$ cat config.mk
export PLATFORM = sky130hd
export DESIGN_NAME = stream_prefetch_buffer
export DESIGN_NICKNAME = d
export VERILOG_FILES = /design/src/rtl/stream_prefetch_buffer_pkg.sv /design/src/rtl/stream_prefetch_buffer_line_store.sv /design/src/rtl/stream_prefetch_buffer.sv
export SDC_FILE = /design/constraint.sdc
export NUM_CORES = 2
export LEC_CHECK = 0
export BUFFER_PORTS_ARGS = -buffer_cell sky130_fd_sc_hd__buf_4
export CAP_MARGIN = 15
export CORE_ASPECT_RATIO = 1.2
export CORE_MARGIN = 3
export CORE_UTILIZATION = 50
export DETAILED_ROUTE_END_ITERATION = 8
export HOLD_SLACK_MARGIN = 0.02
export PLACE_DENSITY = 0.81
export SETUP_SLACK_MARGIN = 0.15
export SLEW_MARGIN = 20
export SYNTH_ARGS = -nofsm -noshare
export SYNTH_HDL_FRONTEND = slang
export SYNTH_SLANG_ARGS = --single-unit
$ cat constraint.sdc
create_clock -name clk -period 78.6 [get_ports clk]
set_clock_uncertainty 0.15 [all_clocks]
set_input_delay 7.86 -clock clk [delete_from_list [all_inputs] [get_ports clk]]
set_output_delay 7.86 -clock clk [all_outputs]
set_load 0.02 [all_outputs]
$ cat src/rtl/stream_prefetch_buffer_pkg.sv
// Shared types and defaults for the stream prefetch buffer and its line store.
package stream_prefetch_buffer_pkg;

  typedef enum logic [1:0] {
    PF_IDLE  = 2'd0,
    PF_CHECK = 2'd1,
    PF_WAIT  = 2'd2
  } pf_state_t;

  localparam int unsigned PF_DEPTH_DEF  = 4;
  localparam int unsigned PF_DEGREE_DEF = 2;
  localparam int unsigned PF_LINE_W_DEF = 256;
  localparam int unsigned PF_ADDR_W_DEF = 32;

  // Byte-offset width of a line of line_w bits.
  function automatic int unsigned line_offs(input int unsigned line_w);
    return $clog2(line_w / 8);
  endfunction

endpackage

$ cat src/rtl/stream_prefetch_buffer_line_store.sv
// Fully-associative line store: lookup match/hit mux, duplicate probe,
// allocate, fill and consume-clear of DEPTH prefetched lines.
module pf_line_store
  import stream_prefetch_buffer_pkg::*;
#(
  parameter int unsigned DEPTH  = PF_DEPTH_DEF,
  parameter int unsigned LINE_W = PF_LINE_W_DEF,
  parameter int unsigned LN_W   = PF_ADDR_W_DEF - line_offs(PF_LINE_W_DEF),
  localparam int unsigned PW    = $clog2(DEPTH)
) (
  input  logic              clk,
  input  logic              rst,
  input  logic [LN_W-1:0]   lookup_line,
  output logic              lookup_hit,
  output logic [LINE_W-1:0] lookup_data,
  input  logic              lookup_consume,
  input  logic [LN_W-1:0]   chk_line,
  output logic              chk_dup,
  input  logic              alloc_en,
  input  logic [PW-1:0]     alloc_idx,
  input  logic [LN_W-1:0]   alloc_line,
  input  logic              fill_en,
  input  logic [PW-1:0]     fill_idx,
  input  logic [LINE_W-1:0] fill_data
);

  typedef struct packed {
    logic [LN_W-1:0]   addr;
    logic [LINE_W-1:0] data;
    logic              available;
  } buffer_pkt_t;

  buffer_pkt_t      entry_r [DEPTH];
  logic [DEPTH-1:0] valid_r;
  logic [DEPTH-1:0] match_s;
  logic [DEPTH-1:0] dup_s;
  logic [PW-1:0]    hit_idx_s;

  // Per-entry lookup match (filled entries only) and duplicate probe (any valid entry).
  always_comb begin
    match_s = '0;
    dup_s   = '0;
    for (int i = 0; i < DEPTH; i++) begin
      match_s[i] = valid_r[i] && entry_r[i].available && (entry_r[i].addr == lookup_line);
      dup_s[i]   = valid_r[i] && (entry_r[i].addr == chk_line);
    end
  end

  // Lowest matching index wins.
  always_comb begin
    hit_idx_s = '0;
    for (int i = DEPTH - 1; i >= 0; i--) begin
      hit_idx_s = match_s[i] ? PW'(i) : hit_idx_s;
    end
  end

  assign lookup_hit  = |match_s;
  assign lookup_data = lookup_hit ? entry_r[hit_idx_s].data : {LINE_W{1'b0}};
  assign chk_dup     = |dup_s;

  // Entry storage; a same-edge allocation overrides a consume of the slot it replaces.
  always_ff @(posedge clk or posedge rst) begin
    if (rst) begin
      valid_r <= '0;
      for (int i = 0; i < DEPTH; i++) begin
        entry_r[i] <= '0;
      end
    end else begin
      if (lookup_consume && lookup_hit) begin
        valid_r[hit_idx_s] <= 1'b0;
      end
      if (alloc_en) begin
        valid_r[alloc_idx]           <= 1'b1;
        entry_r[alloc_idx].addr      <= alloc_line;
        entry_r[alloc_idx].available <= 1'b0;
      end
      if (fill_en) begin
        entry_r[fill_idx].data      <= fill_data;
        entry_r[fill_idx].available <= 1'b1;
      end
    end
  end

endmodule

$ cat src/rtl/stream_prefetch_buffer.sv
// Sequential stream prefetcher: on each miss fetches the next DEGREE lines,
// one read in flight, with duplicate suppression and a one-deep pending trigger.
module stream_prefetch_buffer
  import stream_prefetch_buffer_pkg::*;
#(
  parameter int unsigned DEPTH  = PF_DEPTH_DEF,
  parameter int unsigned DEGREE = PF_DEGREE_DEF,
  parameter int unsigned LINE_W = PF_LINE_W_DEF,
  parameter int unsigned ADDR_W = PF_ADDR_W_DEF
) (
  input  logic              clk,
  input  logic              rst,
  input  logic              trig_valid,
  input  logic [ADDR_W-1:0] trig_addr,
  input  logic [ADDR_W-1:0] lookup_addr,
  output logic              lookup_hit,
  output logic [LINE_W-1:0] lookup_data,
  input  logic              lookup_consume,
  output logic              pf_read,
  output logic [ADDR_W-1:0] pf_addr,
  input  logic              pf_resp,
  input  logic [LINE_W-1:0] pf_rdata,
  output logic              busy
);

  localparam int unsigned OFFS = line_offs(LINE_W);
  localparam int unsigned LN_W = ADDR_W - OFFS;
  localparam int unsigned PW   = $clog2(DEPTH);
  localparam int unsigned CW   = $clog2(DEGREE + 1);
  localparam logic [CW-1:0] REM_FULL = CW'(DEGREE);
  localparam logic [CW-1:0] REM_ONE  = CW'(1);
  localparam logic [LN_W:0] LN_ONE   = (LN_W + 1)'(1);

  pf_state_t         state_r, state_nxt_s;
  logic [LN_W-1:0]   cur_r, cur_nxt_s;
  logic              wrap_r, wrap_nxt_s;
  logic [CW-1:0]     rem_r, rem_nxt_s;
  logic [PW-1:0]     wr_ptr_r;
  logic              pend_valid_r, pend_valid_nxt_s;
  logic [LN_W-1:0]   pend_line_r, pend_line_nxt_s;
  logic              take_pend_s;
  logic              pf_read_r, pf_read_nxt_s;
  logic [ADDR_W-1:0] pf_addr_r, pf_addr_nxt_s;
  logic              busy_r;
  logic              dup_s, alloc_en_s, fill_en_s;
  logic [LN_W:0]     cur_inc_s, trig_inc_s, pend_inc_s;
  logic              unused_s;

  // Carry out of the line increment marks a stream that ran off the address space.
  assign cur_inc_s  = {1'b0, cur_r} + LN_ONE;
  assign trig_inc_s = {1'b0, trig_addr[ADDR_W-1:OFFS]} + LN_ONE;
  assign pend_inc_s = {1'b0, pend_line_r} + LN_ONE;
  assign unused_s   = ^{trig_addr[OFFS-1:0], lookup_addr[OFFS-1:0]};

  pf_line_store #(
    .DEPTH  (DEPTH),
    .LINE_W (LINE_W),
    .LN_W   (LN_W)
  ) u_store (
    .clk            (clk),
    .rst            (rst),
    .lookup_line    (lookup_addr[ADDR_W-1:OFFS]),
    .lookup_hit     (lookup_hit),
    .lookup_data    (lookup_data),
    .lookup_consume (lookup_consume),
    .chk_line       (cur_r),
    .chk_dup        (dup_s),
    .alloc_en       (alloc_en_s),
    .alloc_idx      (wr_ptr_r),
    .alloc_line     (cur_r),
    .fill_en        (fill_en_s),
    .fill_idx       (wr_ptr_r),
    .fill_data      (pf_rdata)
  );

  // FSM state register.
  always_ff @(posedge clk or posedge rst) begin
    if (rst) begin
      state_r <= PF_IDLE;
    end else begin
      state_r <= state_nxt_s;
    end
  end

  // Next state and stream cursor; a held trigger preempts the current stream.
  always_comb begin
    state_nxt_s = state_r;
    cur_nxt_s   = cur_r;
    wrap_nxt_s  = wrap_r;
    rem_nxt_s   = rem_r;
    take_pend_s = 1'b0;
    case (state_r)
      PF_IDLE: begin
        if (trig_valid) begin
          {wrap_nxt_s, cur_nxt_s} = trig_inc_s;
          rem_nxt_s   = REM_FULL;
          take_pend_s = 1'b1;
          state_nxt_s = PF_CHECK;
        end else if (pend_valid_r) begin
          {wrap_nxt_s, cur_nxt_s} = pend_inc_s;
          rem_nxt_s   = REM_FULL;
          take_pend_s = 1'b1;
          state_nxt_s = PF_CHECK;
        end else begin
          state_nxt_s = PF_IDLE;
        end
      end
      PF_CHECK: begin
        if (pend_valid_r) begin
          {wrap_nxt_s, cur_nxt_s} = pend_inc_s;
          rem_nxt_s   = REM_FULL;
          take_pend_s = 1'b1;
          state_nxt_s = PF_CHECK;
        end else if (wrap_r) begin
          state_nxt_s = PF_IDLE;
        end else if (dup_s) begin
          {wrap_nxt_s, cur_nxt_s} = cur_inc_s;
          rem_nxt_s   = rem_r - REM_ONE;
          state_nxt_s = (rem_r == REM_ONE) ? PF_IDLE : PF_CHECK;
        end else begin
          state_nxt_s = PF_WAIT;
        end
      end
      PF_WAIT: begin
        if (!pf_resp) begin
          state_nxt_s = PF_WAIT;
        end else if (pend_valid_r) begin
          {wrap_nxt_s, cur_nxt_s} = pend_inc_s;
          rem_nxt_s   = REM_FULL;
          take_pend_s = 1'b1;
          state_nxt_s = PF_CHECK;
        end else begin
          {wrap_nxt_s, cur_nxt_s} = cur_inc_s;
          rem_nxt_s   = rem_r - REM_ONE;
          state_nxt_s = (rem_r == REM_ONE) ? PF_IDLE : PF_CHECK;
        end
      end
      default: begin
        state_nxt_s = PF_IDLE;
      end
    endcase
  end

  // Output decode: store strobes, next registered request and pending trigger.
  always_comb begin
    alloc_en_s = (state_r == PF_CHECK) && !pend_valid_r && !wrap_r && !dup_s;
    fill_en_s  = (state_r == PF_WAIT) && pf_resp;
    if (alloc_en_s) begin
      pf_read_nxt_s = 1'b1;
      pf_addr_nxt_s = {cur_r, {OFFS{1'b0}}};
    end else if (fill_en_s) begin
      pf_read_nxt_s = 1'b0;
      pf_addr_nxt_s = pf_addr_r;
    end else begin
      pf_read_nxt_s = pf_read_r;
      pf_addr_nxt_s = pf_addr_r;
    end
    if (trig_valid && (state_r != PF_IDLE)) begin
      pend_valid_nxt_s = 1'b1;
      pend_line_nxt_s  = trig_addr[ADDR_W-1:OFFS];
    end else if (take_pend_s) begin
      pend_valid_nxt_s = 1'b0;
      pend_line_nxt_s  = pend_line_r;
    end else begin
      pend_valid_nxt_s = pend_valid_r;
      pend_line_nxt_s  = pend_line_r;
    end
  end

  // Datapath, handshake and status registers.
  always_ff @(posedge clk or posedge rst) begin
    if (rst) begin
      cur_r        <= '0;
      wrap_r       <= 1'b0;
      rem_r        <= '0;
      wr_ptr_r     <= '0;
      pend_valid_r <= 1'b0;
      pend_line_r  <= '0;
      pf_read_r    <= 1'b0;
      pf_addr_r    <= '0;
      busy_r       <= 1'b0;
    end else begin
      cur_r        <= cur_nxt_s;
      wrap_r       <= wrap_nxt_s;
      rem_r        <= rem_nxt_s;
      wr_ptr_r     <= fill_en_s ? wr_ptr_r + PW'(1) : wr_ptr_r;
      pend_valid_r <= pend_valid_nxt_s;
      pend_line_r  <= pend_line_nxt_s;
      pf_read_r    <= pf_read_nxt_s;
      pf_addr_r    <= pf_addr_nxt_s;
      busy_r       <= (state_nxt_s != PF_IDLE) || pend_valid_nxt_s;
    end
  end

  assign pf_read = pf_read_r;
  assign pf_addr = pf_addr_r;
  assign busy    = busy_r;

endmodule

# Yosys cells after proc, flatten, opt, wreduce, memory -nomap -nowiden
# Cells that the tools add are included.
[totals]
mem_bits_rw = 0
latch_bits = 0
reg_bits = 1231
out_inout_bits = 291
inputBits = 325
mem_bits_ro = 0
word_cells = 156
mem_count = 0
[classes]
n_eq_ne = 15
mul = 0
bitwise = 5
magnitude_cmp = 7
muxes = 67
n_reduce_logical = 34
addsub = 5
div_mod_pow = 0
n_shift = 0
[op_table]
columns = ["cell", "n"]
rows = [
  ["$bwmux 1136", 4],
  ["$mux 1136", 2],
  ["$demux 284 s2", 3],
  ["$mux 257", 3],
  ["$bmux 284 s2", 1],
  ["$mux 284", 1],
  ["$mux 256", 1],
  ["$eq 27x27->1", 8],
  ["$mux 27", 7],
  ["$add 27x1->28 const B", 3],
  ["$pmux 27 s3", 1],
  ["$mux 2", 15],
  ["$logic_and 1x1->1", 21],
  ["$mux 1", 21],
  ["$pmux 2 s3", 2],
  ["$ne 3x3->1 const B", 3],
  ["$mux 4", 2],
  ["$reduce_or 4->1", 2],
  ["$ge 3x3->1 const B", 2],
  ["$lt 2x3->1 const B", 2],
  ["$not 2->3", 2],
  ["$pmux 1 s3", 2],
  ["$reduce_bool 2->1", 3],
  ["$reduce_and 5->1", 1],
  ["other kinds (16)", 21],
]

# Longest topological paths before layout
[logic_depth]
word_depth = 15
mapped_depth = 11

# By module
# Synthesis repeated with hierarchy kept, for this count alone.
[hier_totals]
hier_cells = 5956
hier_area_um2 = 60892.2
[by_module_without_submodules]
columns = ["module", "instances", "area_each_um2", "cells_each"]
rows = [
  ["pf_line_store", 1, 55313.0, 5375],
  ["stream_prefetch_buffer", 1, 5579.1, 581],
]

# Least setup slack after synthesis
# OpenSTA, ideal clock, no wires.
[synth_timing]
path_kind = "input to output"
from = "in lookup_addr[12]"
to = "out lookup_data[0]"
n_path_buf = 3
cell_stages = 9
setup_slack_ps = 60750
t_arrival_ps = 9840
cell_sequence = "clkbuf_1 > xnor2_1 > nand3_1 > nor4_1 > nand4_1 > nor4_4 > buf_2 > clkbuf_1 > a221o_1"
[synth_via]
elab_chain_cells = 11
[synth_lines]
columns = ["item", "line", "rtl"]
rows = [
  ["from (decl)", "stream_prefetch_buffer.sv:15", "input logic [ADDR_W-1:0] lookup_addr,"],
  ["$eq 27x27->1", "stream_prefetch_buffer_line_store.sv:44", "match_s[i] = valid_r[i] && entry_r[i].available && (entry_r[i].addr == lookup_line);"],
  ["$logic_and 1x1->1", "stream_prefetch_buffer_line_store.sv:44", ""],
  ["$mux 2 (4 in a row)", "stream_prefetch_buffer_line_store.sv:53", "hit_idx_s = match_s[i] ? PW'(i) : hit_idx_s;"],
  ["$not 2->3 (not written as such)", "stream_prefetch_buffer_line_store.sv:58", "assign lookup_data = lookup_hit ? entry_r[hit_idx_s].data : {LINE_W{1'b0}};"],
  ["$bmux 284 s2", "stream_prefetch_buffer_line_store.sv:58", ""],
  ["$mux 257 (not written as such) (2 in a row)", "stream_prefetch_buffer_line_store.sv:58", ""],
  ["$mux 256 *", "stream_prefetch_buffer_line_store.sv:58", ""],
  ["to (decl)", "stream_prefetch_buffer.sv:17", "output logic [LINE_W-1:0] lookup_data,"],
]
# Mark *: on every way between the ends. The rest lies on a longest branch, timed or not. The select of a mux whose other input is x is not followed.

# Worst setup path in the final report
[layout_timing]
from = "in lookup_addr[16]"
to = "out lookup_data[83]"
# The elaborated chain is that of the path after synthesis.

==> out/qor.tcl <==
set qor(max-vdd-ir-drop_v) 0.00002279
set qor(floorplan.die_area_um2) 118400
set qor(drtAntennaViolNets) 0
set qor(nFillCells) 8773
set qor(yosys-top-cells-area) {sky130_fd_sc_hd__dfrtp_1 (54%), sky130_fd_sc_hd__mux2_2 (23%), sky130_fd_sc_hd__a221o_1 (4.5%)}
set qor(violations) {max-slew violations}
set qor(worstSetupStartpointType) {input pin}
set qor(max_slew.worst_pin.slew_ns) 1.754
set qor(report.final.slew_viol_count) 93
set qor(dieHeight_um) 376.4
set qor(routed_wl_mm) 158.6
set qor(cts_root_buf) {sky130_fd_sc_hd__clkbuf_16}
set qor(via_count_of_the_first_global_routing_pass) 41620
set qor(grt_setup_unrepaired) {false}
set qor(floorplan.io_pins) 616
set qor(netlist_instances) 4591
set qor(clkSlewWorstSetupHoldPaths_ns) 0.06
set qor(clk-insertion-delay-late_ns) 0.75
set qor(drive_gt1_share_pct) 40.53
set qor(max_freq_ghz) 0.04917
set qor(post_synth_top_flop) {sky130_fd_sc_hd__dfrtp_1}
set qor(power_per_cell_area_nw_per_um2) 34.40
set qor(finish.utilization_pct) 59.03
set qor(initial_cell_density_of_the_core_pct) 50.51
set qor(placement_rows) 135
set qor(cts_htree_levels) 3
set qor(postCtsResizedCells) 0
set qor(clock_tree_from_tritoncts) {done}
set qor(synthArstFlopShare_pct) 100.0
set qor(min_period_over_period_pct) 25.87
set qor(crit_path_end_kind) {primary output}
set qor(synthDistinctLibCells) 63
set qor(holdCritPathClass) {reg2reg}
set qor(drc_errors) 0
set qor(worst_ep_arrival_time_ns) 12.33
set qor(synth_enable_flop_cells) 0
set qor(drtPass1Iterations) 8
set qor(pre_cts_slack_ns) 58.44
set qor(crit_required_ns) 70.59
set qor(post_drt_wl_per_cell_um) 23.89
set qor(antenna_found_initial) 30
set qor(totalNegativeSetupSlack_ns) 0
set qor(post_cts.repair.setup_buffers) 0
set qor(cellLeakagePower_nw) 29.60
set qor(post-route-min-period_ns) 20.34
set qor(status) {finished with violations}
set qor(final_weighted_congestion_of_routability_driven_global_placement) 0.9276
set qor(floorplan.die.width_um) 314.7
set qor(cts_hold_buffers) 0
set qor(core_footprint_um2) 113200
set qor(critical_path.max_fanout) 175
set qor(setup_viol) 0
set qor(vias_per_cell) 6.062
set qor(final_cell_mix) {sky130_fd_sc_hd__dfrtp_1 (1,231), sky130_fd_sc_hd__mux2_2 (1,184), sky130_fd_sc_hd__buf_4 (654)}
set qor(area.growth.synth_to_final_pct) 16.85
set qor(clock_path_buffers) 3
set qor(vias) 40230
set qor(synth_area_per_cell_um2) 12.45
set qor(overall_global_routing_usage_pct) 25.89
set qor(most_common_cell_after_layout_fill_and_taps_aside) {sky130_fd_sc_hd__dfrtp_1}
set qor(synth_top_area_share_pct) 53.88
set qor(grt-ovfl-total) 0
set qor(number_of_failing_hold_endpoints_at_the_final_stage) 0
set qor(drt_iter0_markers) 3914
set qor(max_cap_viol_count) 0
set qor(timing.final.ws_setup_ns) 58.26
set qor(synth_top_area_cell) {sky130_fd_sc_hd__dfrtp_1}
set qor(mappedNetlistArea_um2) 57170
set qor(gr-usage-met3_pct) 6.220
set qor(yosys_register_bits) 1231
set qor(place.port_buffers) 600
set qor(grt_first_pass_wirelength_mm) 241.6
set qor(ys_seq_area_share_pct) 53.88
set qor(met2_usage_pct) 42.15
set qor(pin_count_of_the_biggest_net_entering_global_routing) 205
set qor(gr-usage-met1_pct) 31.94
set qor(cts_sinks) 1231
set qor(inserted_clock_buffers) 119
set qor(dp_hpwl_mm) 98.81
set qor(busiest_layer) {met2}
set qor(ys.warnings.count) 0
set qor(fin_nets) 5338
set qor(worst_slew_margin_rel_pct) -16.94
set qor(fin_hold_ws_ns) 0.3312
set qor(path_class) {in2out}
set qor(total_power_mw) 2.298
-- state kept, by name (all words and copies together) (netlist names), 2 cells and up --
name and flops:
wr_ptr_r 2, u_store.entry_r 1136, u_store.valid_r 4, pend_line_r 27
rem_r 2, state_r 2, pf_addr 27, cur_r 27
-- per-layer routing --
layer	vias to the layer above	share of wire [%]	wire [um]
met3	362	7.6	12060
met1	20860	39	62210
met4	12	5.2	8176
li1	17470	-	-
met5	-	0.055	88
met2	1522	48	76020
-- worst max-delay path, stage by stage --
cell	delay, ns
sky130_fd_sc_hd__buf_4	0.15
sky130_fd_sc_hd__xor2_1	0.16
sky130_fd_sc_hd__nor4_1	0.40
sky130_fd_sc_hd__nand4_1	0.36
sky130_fd_sc_hd__nor4_4	0.24
sky130_fd_sc_hd__buf_4	0.73
sky130_fd_sc_hd__buf_12	0.56
sky130_fd_sc_hd__buf_4	0.90
sky130_fd_sc_hd__a21oi_1	0.12
sky130_fd_sc_hd__a221o_1	0.34
sky130_fd_sc_hd__buf_4	0.17
-- cell usage after synthesis (all sizes together) (3+ instances only) --
cell type	instances
mux2i	8
nor3	27
o32ai	4
clkbuf	243
a21oi	271
a211oi	3
a31oi	6
and4	10
inv	19
o2bb2ai	10
nand4	67
buf	136
a21o	5
and3	10
dfrtp	1231
and2	5
mux2	1185
nor2b	4
o31ai	3
a221o	256
or2	4
xnor2	197
o211ai	7
nand3	291
nor2	45
nand2	338
xor2	77
a22o	4
nor4	29
ha	13
a221oi	3
o21ai	48
-- kinds of logic (layout without fill, tap and decap cells) --
family,Yosys count,count (layout),share of synthesized area (%)
other,1,31,0.006560
buffers and inverters,398,906,2.952
DFF,1231,1231,53.88
muxes,1193,1193,23.48
and+or+nand+nor,839,839,6.947
xor gates and xnor gates,274,274,4.198
adders and majority gates,13,13,0.2845
AOI/OAI and AO/OA,642,642,8.245
-- cell type report --
| type | instances | area, um2 | area share (%) |
|---|---|---|---|
| clock inverter | 54 | 676.9 | 1.013 |
| inverter | 19 | 78.83 | 0.1180 |
| antenna | 26 | 65.06 | 0.09740 |
| sequential | 1231 | 30800 | 46.11 |
| clock buffer | 170 | 3480 | 5.209 |
| tap | 1507 | 1886 | 2.823 |
| timing repair buffer | 663 | 5087 | 7.616 |
| multi-input combinational | 2966 | 24720 | 37.01 |
-- per-stage QoR --
stage / cell area (um2) / instances
after CTS: 66670 / 6608
final: 66800 / 6636
after global placement: 62520 / 6384
after global routing: 66790 / 6630
after detailed placement: 62520 / 6384
after floorplan: 57180 / 4595
-- where the power goes --
part	switching, mW	internal [mW]
clock	0.254	0.342
combinational	0.239	0.342
sequential	0.207	0.914
total	0.699	1.60
-- final timing paths --
kind | from | end | slack [ns] | cells after the start
hold / removal | u_store.entry_r[284] | u_store.entry_r[284] | 0.33 | 1
max in group asynchronous | rst | u_store.entry_r[200] | 66.48 | 9
setup / recovery | lookup_addr[16] | lookup_data[83] | 58.26 | 11
min in group asynchronous | rst | u_store.entry_r[73] | 7.10 | 2
setup reg to reg | state_r[0] | u_store.entry_r[416] | 74.52 | 6
hold reg to reg | u_store.entry_r[284] | u_store.entry_r[284] | 0.33 | 1
No activity file was read; power rests on OpenSTA's default activity.
